===== config.mk =====
export PLATFORM = sky130hd
export DESIGN_NAME = product_accumulator_4bits_flat
export DESIGN_NICKNAME = d
export VERILOG_FILES = /design/src/rtl/product_accumulator_4bits_pkg.sv /design/src/rtl/product_accumulator_4bits_if.sv /design/src/rtl/product_accumulator_4bits_sat_add_ovf.sv /design/src/rtl/product_accumulator_4bits.sv /design/src/flat_wrapper.sv
export SDC_FILE = /design/constraint.sdc
export NUM_CORES = 1
export LEC_CHECK = 0
export BUFFER_PORTS_ARGS = -buffer_cell sky130_fd_sc_hd__buf_4
export CAP_MARGIN = 20
export CORE_MARGIN = 3
export CORE_UTILIZATION = 45
export CTS_CLUSTER_SIZE = 40
export DETAILED_ROUTE_END_ITERATION = 8
export GPL_ROUTABILITY_DRIVEN = 0
export PLACE_DENSITY = 0.67
export SLEW_MARGIN = 0
export SYNTH_ARGS = -nofsm -noshare
export SYNTH_HDL_FRONTEND = slang
export SYNTH_HIERARCHICAL = 1
export SYNTH_SLANG_ARGS = --single-unit

===== constraint.sdc =====
create_clock -name clk -period 6.69 [get_ports clk]
set_clock_uncertainty 0.05 [all_clocks]
set_input_delay 0.669 -clock clk [delete_from_list [all_inputs] [get_ports clk]]
set_output_delay 0.669 -clock clk [all_outputs]
set_load 0.01 [all_outputs]

===== src/rtl/product_accumulator_4bits_pkg.sv =====
`default_nettype none
// ============================================================================
// Module      : mult_pkg
// Description : Shared product width and accumulator FSM state encoding used
//               by the multiplier family and its accumulator stage.
// Revision    : 1.0 - initial release
// ============================================================================
package mult_pkg;

    localparam int PRODUCT_WIDTH = 8;

    typedef enum logic {
        ACC_IDLE = 1'b0,
        ACC_RUN  = 1'b1
    } acc_state_t;

endpackage : mult_pkg
`default_nettype wire


===== src/rtl/product_accumulator_4bits_if.sv =====
`default_nettype none
// ============================================================================
// Module      : product_accumulator_4bits_if
// Description : Product input stream and result output stream of the
//               accumulator, each with its own valid/ready handshake.
// Revision    : 1.0 - initial release
// ============================================================================
interface product_accumulator_4bits_if
    import mult_pkg::*;
#(
    parameter int ACC_WIDTH   = 16,
    parameter int COUNT_WIDTH = 8
);
    logic                     in_valid;
    logic                     in_ready;
    logic [PRODUCT_WIDTH-1:0] in_product;
    logic                     in_last;
    logic                     out_valid;
    logic                     out_ready;
    logic [ACC_WIDTH-1:0]     out_sum;
    logic [COUNT_WIDTH-1:0]   out_count;
    logic                     out_overflow;

    // Environment side: produces beats, consumes results
    modport master (
        output in_valid, in_product, in_last, out_ready,
        input  in_ready, out_valid, out_sum, out_count, out_overflow
    );

    // Accumulator side
    modport slave (
        input  in_valid, in_product, in_last, out_ready,
        output in_ready, out_valid, out_sum, out_count, out_overflow
    );
endinterface : product_accumulator_4bits_if
`default_nettype wire


===== src/rtl/product_accumulator_4bits_sat_add_ovf.sv =====
`default_nettype none
// ============================================================================
// Module      : sat_add_ovf
// Description : W-bit accumulator plus zero-extended BW-bit addend. Reports
//               carry-out as overflow; result clamps to all-ones or wraps.
// Revision    : 1.0 - initial release
// ============================================================================
module sat_add_ovf #(
    parameter int W        = 16,
    parameter int BW       = 8,
    parameter int SATURATE = 1
) (
    input  wire logic [W-1:0]  a,
    input  wire logic [BW-1:0] b,
    output logic      [W-1:0]  sum,
    output logic               ovf
);
    logic [W:0] w_full;

    // One extra bit so the carry-out is visible as the overflow indication
    assign w_full = {1'b0, a} + {{(W + 1 - BW){1'b0}}, b};
    assign ovf    = w_full[W];

    generate
        if (SATURATE != 0) begin : g_sat
            assign sum = w_full[W] ? {W{1'b1}} : w_full[W-1:0];
        end else begin : g_wrap
            assign sum = w_full[W-1:0];
        end
    endgenerate
endmodule : sat_add_ovf
`default_nettype wire


===== src/rtl/product_accumulator_4bits.sv =====
`default_nettype none
// ============================================================================
// Module      : product_accumulator_4bits
// Description : Sums bursts of 8-bit products (closed by in_last) into an
//               ACC_WIDTH total with beat count and sticky overflow; result
//               is held in a registered valid/ready output stage.
// Revision    : 1.0 - initial release
// ============================================================================
module product_accumulator_4bits
    import mult_pkg::*;
#(
    parameter int ACC_WIDTH   = 16,
    parameter int COUNT_WIDTH = 8,
    parameter int SATURATE    = 1
) (
    input wire logic                clk,
    input wire logic                rst_n,
    product_accumulator_4bits_if.slave bus
);
    acc_state_t             r_state;
    acc_state_t             w_state_nxt;
    logic [ACC_WIDTH-1:0]   r_acc;
    logic [COUNT_WIDTH-1:0] r_cnt;
    logic                   r_ovf;
    logic                   r_out_valid;
    logic [ACC_WIDTH-1:0]   r_out_sum;
    logic [COUNT_WIDTH-1:0] r_out_count;
    logic                   r_out_overflow;

    logic                   w_in_ready;
    logic                   w_accept;
    logic                   w_publish;
    logic [ACC_WIDTH-1:0]   w_sum_nxt;
    logic                   w_add_ovf;
    logic                   w_ovf_nxt;
    logic [COUNT_WIDTH-1:0] w_cnt_nxt;

    // A pending result that is not being consumed stalls the input entirely
    assign w_in_ready = ~r_out_valid | bus.out_ready;
    assign w_accept   = bus.in_valid & w_in_ready;
    assign w_publish  = w_accept & bus.in_last;

    sat_add_ovf #(
        .W        (ACC_WIDTH),
        .BW       (PRODUCT_WIDTH),
        .SATURATE (SATURATE)
    ) u_add (
        .a   (r_acc),
        .b   (bus.in_product),
        .sum (w_sum_nxt),
        .ovf (w_add_ovf)
    );

    assign w_ovf_nxt = r_ovf | w_add_ovf;
    assign w_cnt_nxt = (r_cnt == {COUNT_WIDTH{1'b1}}) ? r_cnt : r_cnt + 1'b1;

    // State register
    always_ff @(posedge clk or negedge rst_n) begin
        if (!rst_n) r_state <= ACC_IDLE;
        else        r_state <= w_state_nxt;
    end

    // Next state: any accepted last beat closes the burst, other beats open/continue it
    always_comb begin
        w_state_nxt = r_state;
        if (w_accept) begin
            w_state_nxt = bus.in_last ? ACC_IDLE : ACC_RUN;
        end
    end

    // Running sum, beat count and sticky overflow; cleared as the burst publishes
    always_ff @(posedge clk or negedge rst_n) begin
        if (!rst_n) begin
            r_acc <= '0;
            r_cnt <= '0;
            r_ovf <= 1'b0;
        end else if (w_publish) begin
            r_acc <= '0;
            r_cnt <= '0;
            r_ovf <= 1'b0;
        end else if (w_accept) begin
            r_acc <= w_sum_nxt;
            r_cnt <= w_cnt_nxt;
            r_ovf <= w_ovf_nxt;
        end
    end

    // Output stage: publish overrides consume so back-to-back results have no bubble
    always_ff @(posedge clk or negedge rst_n) begin
        if (!rst_n) begin
            r_out_valid    <= 1'b0;
            r_out_sum      <= '0;
            r_out_count    <= '0;
            r_out_overflow <= 1'b0;
        end else if (w_publish) begin
            r_out_valid    <= 1'b1;
            r_out_sum      <= w_sum_nxt;
            r_out_count    <= w_cnt_nxt;
            r_out_overflow <= w_ovf_nxt;
        end else if (r_out_valid && bus.out_ready) begin
            r_out_valid    <= 1'b0;
        end
    end

    assign bus.in_ready     = w_in_ready;
    assign bus.out_valid    = r_out_valid;
    assign bus.out_sum      = r_out_sum;
    assign bus.out_count    = r_out_count;
    assign bus.out_overflow = r_out_overflow;
endmodule : product_accumulator_4bits
`default_nettype wire

===== src/flat_wrapper.sv =====
// flat-port wrapper written by rule: the top's interface ports become plain ports
module product_accumulator_4bits_flat import mult_pkg::*;
#(
    parameter int ACC_WIDTH   = 16,
    parameter int COUNT_WIDTH = 8,
    parameter int SATURATE    = 1
)
  (clk, rst_n, bus_in_valid, bus_in_product, bus_in_last, bus_out_ready, bus_in_ready, bus_out_valid, bus_out_sum, bus_out_count, bus_out_overflow);
  product_accumulator_4bits_if #(.ACC_WIDTH(ACC_WIDTH), .COUNT_WIDTH(COUNT_WIDTH)) bus_i ();
  input wire logic clk;
  input wire logic rst_n;
  input wire logic [$bits(bus_i.in_valid)-1:0] bus_in_valid;
  input wire logic [$bits(bus_i.in_product)-1:0] bus_in_product;
  input wire logic [$bits(bus_i.in_last)-1:0] bus_in_last;
  input wire logic [$bits(bus_i.out_ready)-1:0] bus_out_ready;
  output wire logic [$bits(bus_i.in_ready)-1:0] bus_in_ready;
  output wire logic [$bits(bus_i.out_valid)-1:0] bus_out_valid;
  output wire logic [$bits(bus_i.out_sum)-1:0] bus_out_sum;
  output wire logic [$bits(bus_i.out_count)-1:0] bus_out_count;
  output wire logic [$bits(bus_i.out_overflow)-1:0] bus_out_overflow;
  assign bus_i.in_valid = bus_in_valid;
  assign bus_i.in_product = bus_in_product;
  assign bus_i.in_last = bus_in_last;
  assign bus_i.out_ready = bus_out_ready;
  assign bus_in_ready = bus_i.in_ready;
  assign bus_out_valid = bus_i.out_valid;
  assign bus_out_sum = bus_i.out_sum;
  assign bus_out_count = bus_i.out_count;
  assign bus_out_overflow = bus_i.out_overflow;
  product_accumulator_4bits #(.ACC_WIDTH(ACC_WIDTH), .COUNT_WIDTH(COUNT_WIDTH), .SATURATE(SATURATE)) u_core (.clk(clk), .rst_n(rst_n), .bus(bus_i));
endmodule

==> metrics.md <==
| Metric | Value |
|---|---|
| Outcome | `completed` |
| Crit Path Category | `in -> reg` |
| Maximum clock frequency | `362 MHz` |
| Worst-path maximum fanout | `10` |
| Slew Limit Headroom | `32.4%` |
| WL/cell | `~15 um` |
| Final Setup Violations | `0` |
| Max Used Layer | `met4` |
| DRC viols | `0` |
| Share of total power in combinational logic | `about 34%` |
| Final nets | `387` |
| Synth Flop Type | `dfrtp_1` |
| Post-CTS Resized | `0` |
| Root buffer cell | `clkbuf_8` |
| Crit path DAT | `a little under 3 ns` |
| Io pins | `40` |
| Crit path launch type | `input port` |
| CORE AREA | `6420 um2` |
| Initial antenna violation count | `0` |
| First-pass GRT wire length | `11100 um` |
| Met3 Wirelength | `between 200 and 250 um` |
| Post-synthesis register bit count | `51` |
| Post-Route WL | `~6500 um` |
| Max incr delay on CP | `0.43 ns` |
| Internal power | `a little over 600 uW` |
| Hold crit path type | `in -> async` |
| Largest net degree at the start of global routing | `52` |
| Part of the power in registers | `43.3%` |
| Max clock buf depth | `2` |
| Pwr Density | `274 nW/um2` |
| EDFF count, synth | `0` |
| Synthesized Nets | `361` |
| Clock sinks | `between 50 and 60` |
| Tot GR Track Use | `18.0%` |
| Die Ht | `87.7 um` |
| Vias in the first global route | `2358` |
| DP HPWL | `4370 um` |
| Clk pwr share | `22.6%` |
| Total power | `approximately 900 uW` |
| M1 WL | `3240 um` |
| Post-Synthesis Cells | `roughly 340` |
| Routed length on met2 | `3030 um` |
| DIE WIDTH | `87.7 um` |
| Synth warn | `6` |
| Vias | `between 2000 and 2500` |
| Setup tns final | `0 ns` |
| Synthesized area | `3010 um2` |
| PortBufs | `39` |
| Grt total ovfl | `0` |
| Max Cap Viol | `0` |
| Die ar. | `7700 um2` |
| Fraction of registers with async set or reset after synthesis | `100%` |
| CTS tree | `built` |
| Final hold vios | `0` |
| Worst vdd ir | `between 100 and 150 uV` |
| Unrepaired setup endpoints after global routing | `false` |
| Post-CTS Setup Inserts | `0` |
| Slew @ Worst Pin | `1.01 ns` |
| Fin crit period | `between 2 and 3 ns` |
| Seq/Total Area, Yosys | `around 42%` |
| Row Count | `29` |
| Worst endpoint required time | `6.83 ns` |
| Post-DRT Antenna Nets | `0` |
| Switching Fraction | `33.8%` |
| Setup slack after layout | `3.93 ns` |
| Lkg Pwr | `1.68 nW` |
| Initial Util | `46.8%` |
| Worst path cell trace | `buf_4 > ha_1 > fa_1 > a211o_1 > a31oi_4 > o22ai_2 > nand2b_1 > a21oi_1 > nand3b_1 > nand2_1` |
| Reg clk slew, reported paths | `around 0.09 ns` |
| Net Sw Power | `between 300 and 400 uW` |
| Worst setup EP type | `flip-flop` |
| Max-slew violations | `0` |
| CTS H-Tree Depth | `2` |
| Tcrit/Tclk final | `between 40 and 50%` |
| Slowest CP cell | `fa_1` |
| Diode count | `0` |
| Vias per cell | `5.48` |
| Post-Place Worst Slack | `around 3.6 ns` |
| Number of distinct library cells after synthesis | `56` |
| Area growth from synthesis to layout | `12.1%` |
| Clk Latency, worst-skew pair | `0.29 ns` |
| DR pass1 iterations | `4` |
| Cts hold-fix bufs | `0` |
| Share of layout cells above drive strength 1 | `17.9%` |
| CTS Buf Count | `5` |
| Syn avg cell area | `8.90 um2` |
| DR iter-0 viols | `149` |
## cells by family after synthesis
kind of cell | share of synthesized area, %
AND/OR/NAND/NOR | 27.9
multiplexers | 2.29
buffers and inverters | 5.41
adder cells (fa/ha/maj) | 4.41
XOR/XNOR | 2.04
flip-flops | 42.4
AO/OA/AOI/OAI | 15.5
## stage by stage
stage	instances	hold WS, ns	util [%]	area (um2)
floorplan	338	0.323	-	3010
global placement	433	0.406	50.5	3240
detailed placement	433	0.415	50.5	3240
CTS	440	0.369	52.1	3340
global route	441	0.395	52.5	3370
finish	441	0.332	52.5	3370
## cells in the final DEF, fill, tap and decap left out, types with 2 or more instances in the layout
cell / n
a21o_2: 2
a21oi_1: 14
a31oi_1: 10
and2_1: 5
and3_1: 2
and4_1: 2
buf_4: 39
clkbuf_8: 5
dfrtp_1: 51
ha_1: 9
mux2_2: 3
mux2i_1: 2
nand2_1: 103
nand2b_1: 4
nand3_1: 9
nand3b_1: 16
nand4_1: 3
nor2_1: 14
nor2_2: 2
nor2b_1: 3
nor3_1: 2
o21a_1: 5
o21ai_0: 10
o21ai_1: 6
o2bb2ai_1: 3
o31ai_1: 4
xnor2_1: 2
xor2_1: 5
## cells in the mapped netlist, types with 2 or more instances
cell / number / area [um2]
o21ai_0: 10 / 50.1
nor3_1: 2 / 10.0
xnor2_1: 2 / 17.5
nand2_1: 103 / 387
nor2_2: 2 / 12.5
o2bb2ai_1: 3 / 26.3
o21ai_1: 6 / 30.0
xor2_1: 5 / 43.8
a31oi_1: 10 / 62.6
nand4_1: 3 / 18.8
nor2_1: 14 / 52.6
buf_4: 7 / 52.6
and3_1: 2 / 12.5
a21o_2: 2 / 17.5
dfrtp_1: 51 / 1280
nor2b_1: 3 / 18.8
ha_1: 9 / 113
nand3_1: 9 / 45.0
and2_1: 5 / 31.3
mux2i_1: 2 / 20.0
buf_2: 4 / 20.0
buf_6: 6 / 67.6
o31ai_1: 4 / 30.0
mux2_2: 3 / 33.8
and4_1: 2 / 17.5
nand2b_1: 4 / 25.0
clkbuf_1: 4 / 15.0
nand3b_1: 16 / 120
o21a_1: 5 / 37.5
a21oi_1: 14 / 70.1
## flip-flops by register name, indices dropped and copies added (netlist names)
name	cells
u_core/bus.out_sum	16
u_core/bus.out_count	8
u_core/r_cnt	8
u_core/r_acc	16
u_core/r_ovf	1
u_core/bus.out_valid	1
u_core/bus.out_overflow	1
## final timing paths
path / from / end / slack, ns / depth (start not counted)
setup reg to reg: u_core/r_acc[0] / u_core/r_acc[14] / 3.99 / 9
setup / recovery: bus_in_product[0] / u_core/r_acc[14] / 3.93 / 10
hold reg to reg: u_core/bus.out_sum[4] / u_core/bus.out_sum[4] / 0.43 / 2
hold / removal: rst_n / u_core/r_acc[5] / 0.33 / 1
min in group clk: u_core/bus.out_sum[4] / u_core/bus.out_sum[4] / 0.43 / 2
max in group asynchronous: rst_n / u_core/r_acc[4] / 5.80 / 1
## worst max-delay path: cells and delay by family
family / cells / cell delay, ns
compound gates: 4 / 0.93
buf+inv: 1 / 0.11
fa+ha+maj: 2 / 0.62
simple gates: 3 / 0.56
## power groups by stage
stage	Clock, mW	Combinational, mW	Sequential [mW]
finish	0.209	0.315	0.400
global route	0.228	0.354	0.408
CTS	0.214	0.313	0.400
detailed placement	0	0.312	0.406
global placement	0	0.308	0.403
floorplan	0	0.214	0.410
## cell type report
type / count / area, um2
Fill cell: 602 / 3050
Multi-Input combinational cell: 264 / 1570
Sequential cell: 51 / 1280
Timing Repair Buffer: 40 / 320
Tap cell: 77 / 96.3
Clock buffer: 6 / 72.6
Clock inverter: 1 / 30.0
Inverter: 2 / 7.51
## per-layer routing
| metal | vias to the layer above | GRT usage (%) |
|---|---|---|
| met2 | 38 | 29.5 |
| met4 | 0 | 4.18 |
| li1 | 1211 | - |
| met5 | - | 0 |
| met1 | 1166 | 25.0 |
| met3 | 2 | 3.10 |
Note: power is estimated with default switching activity, not from simulation.
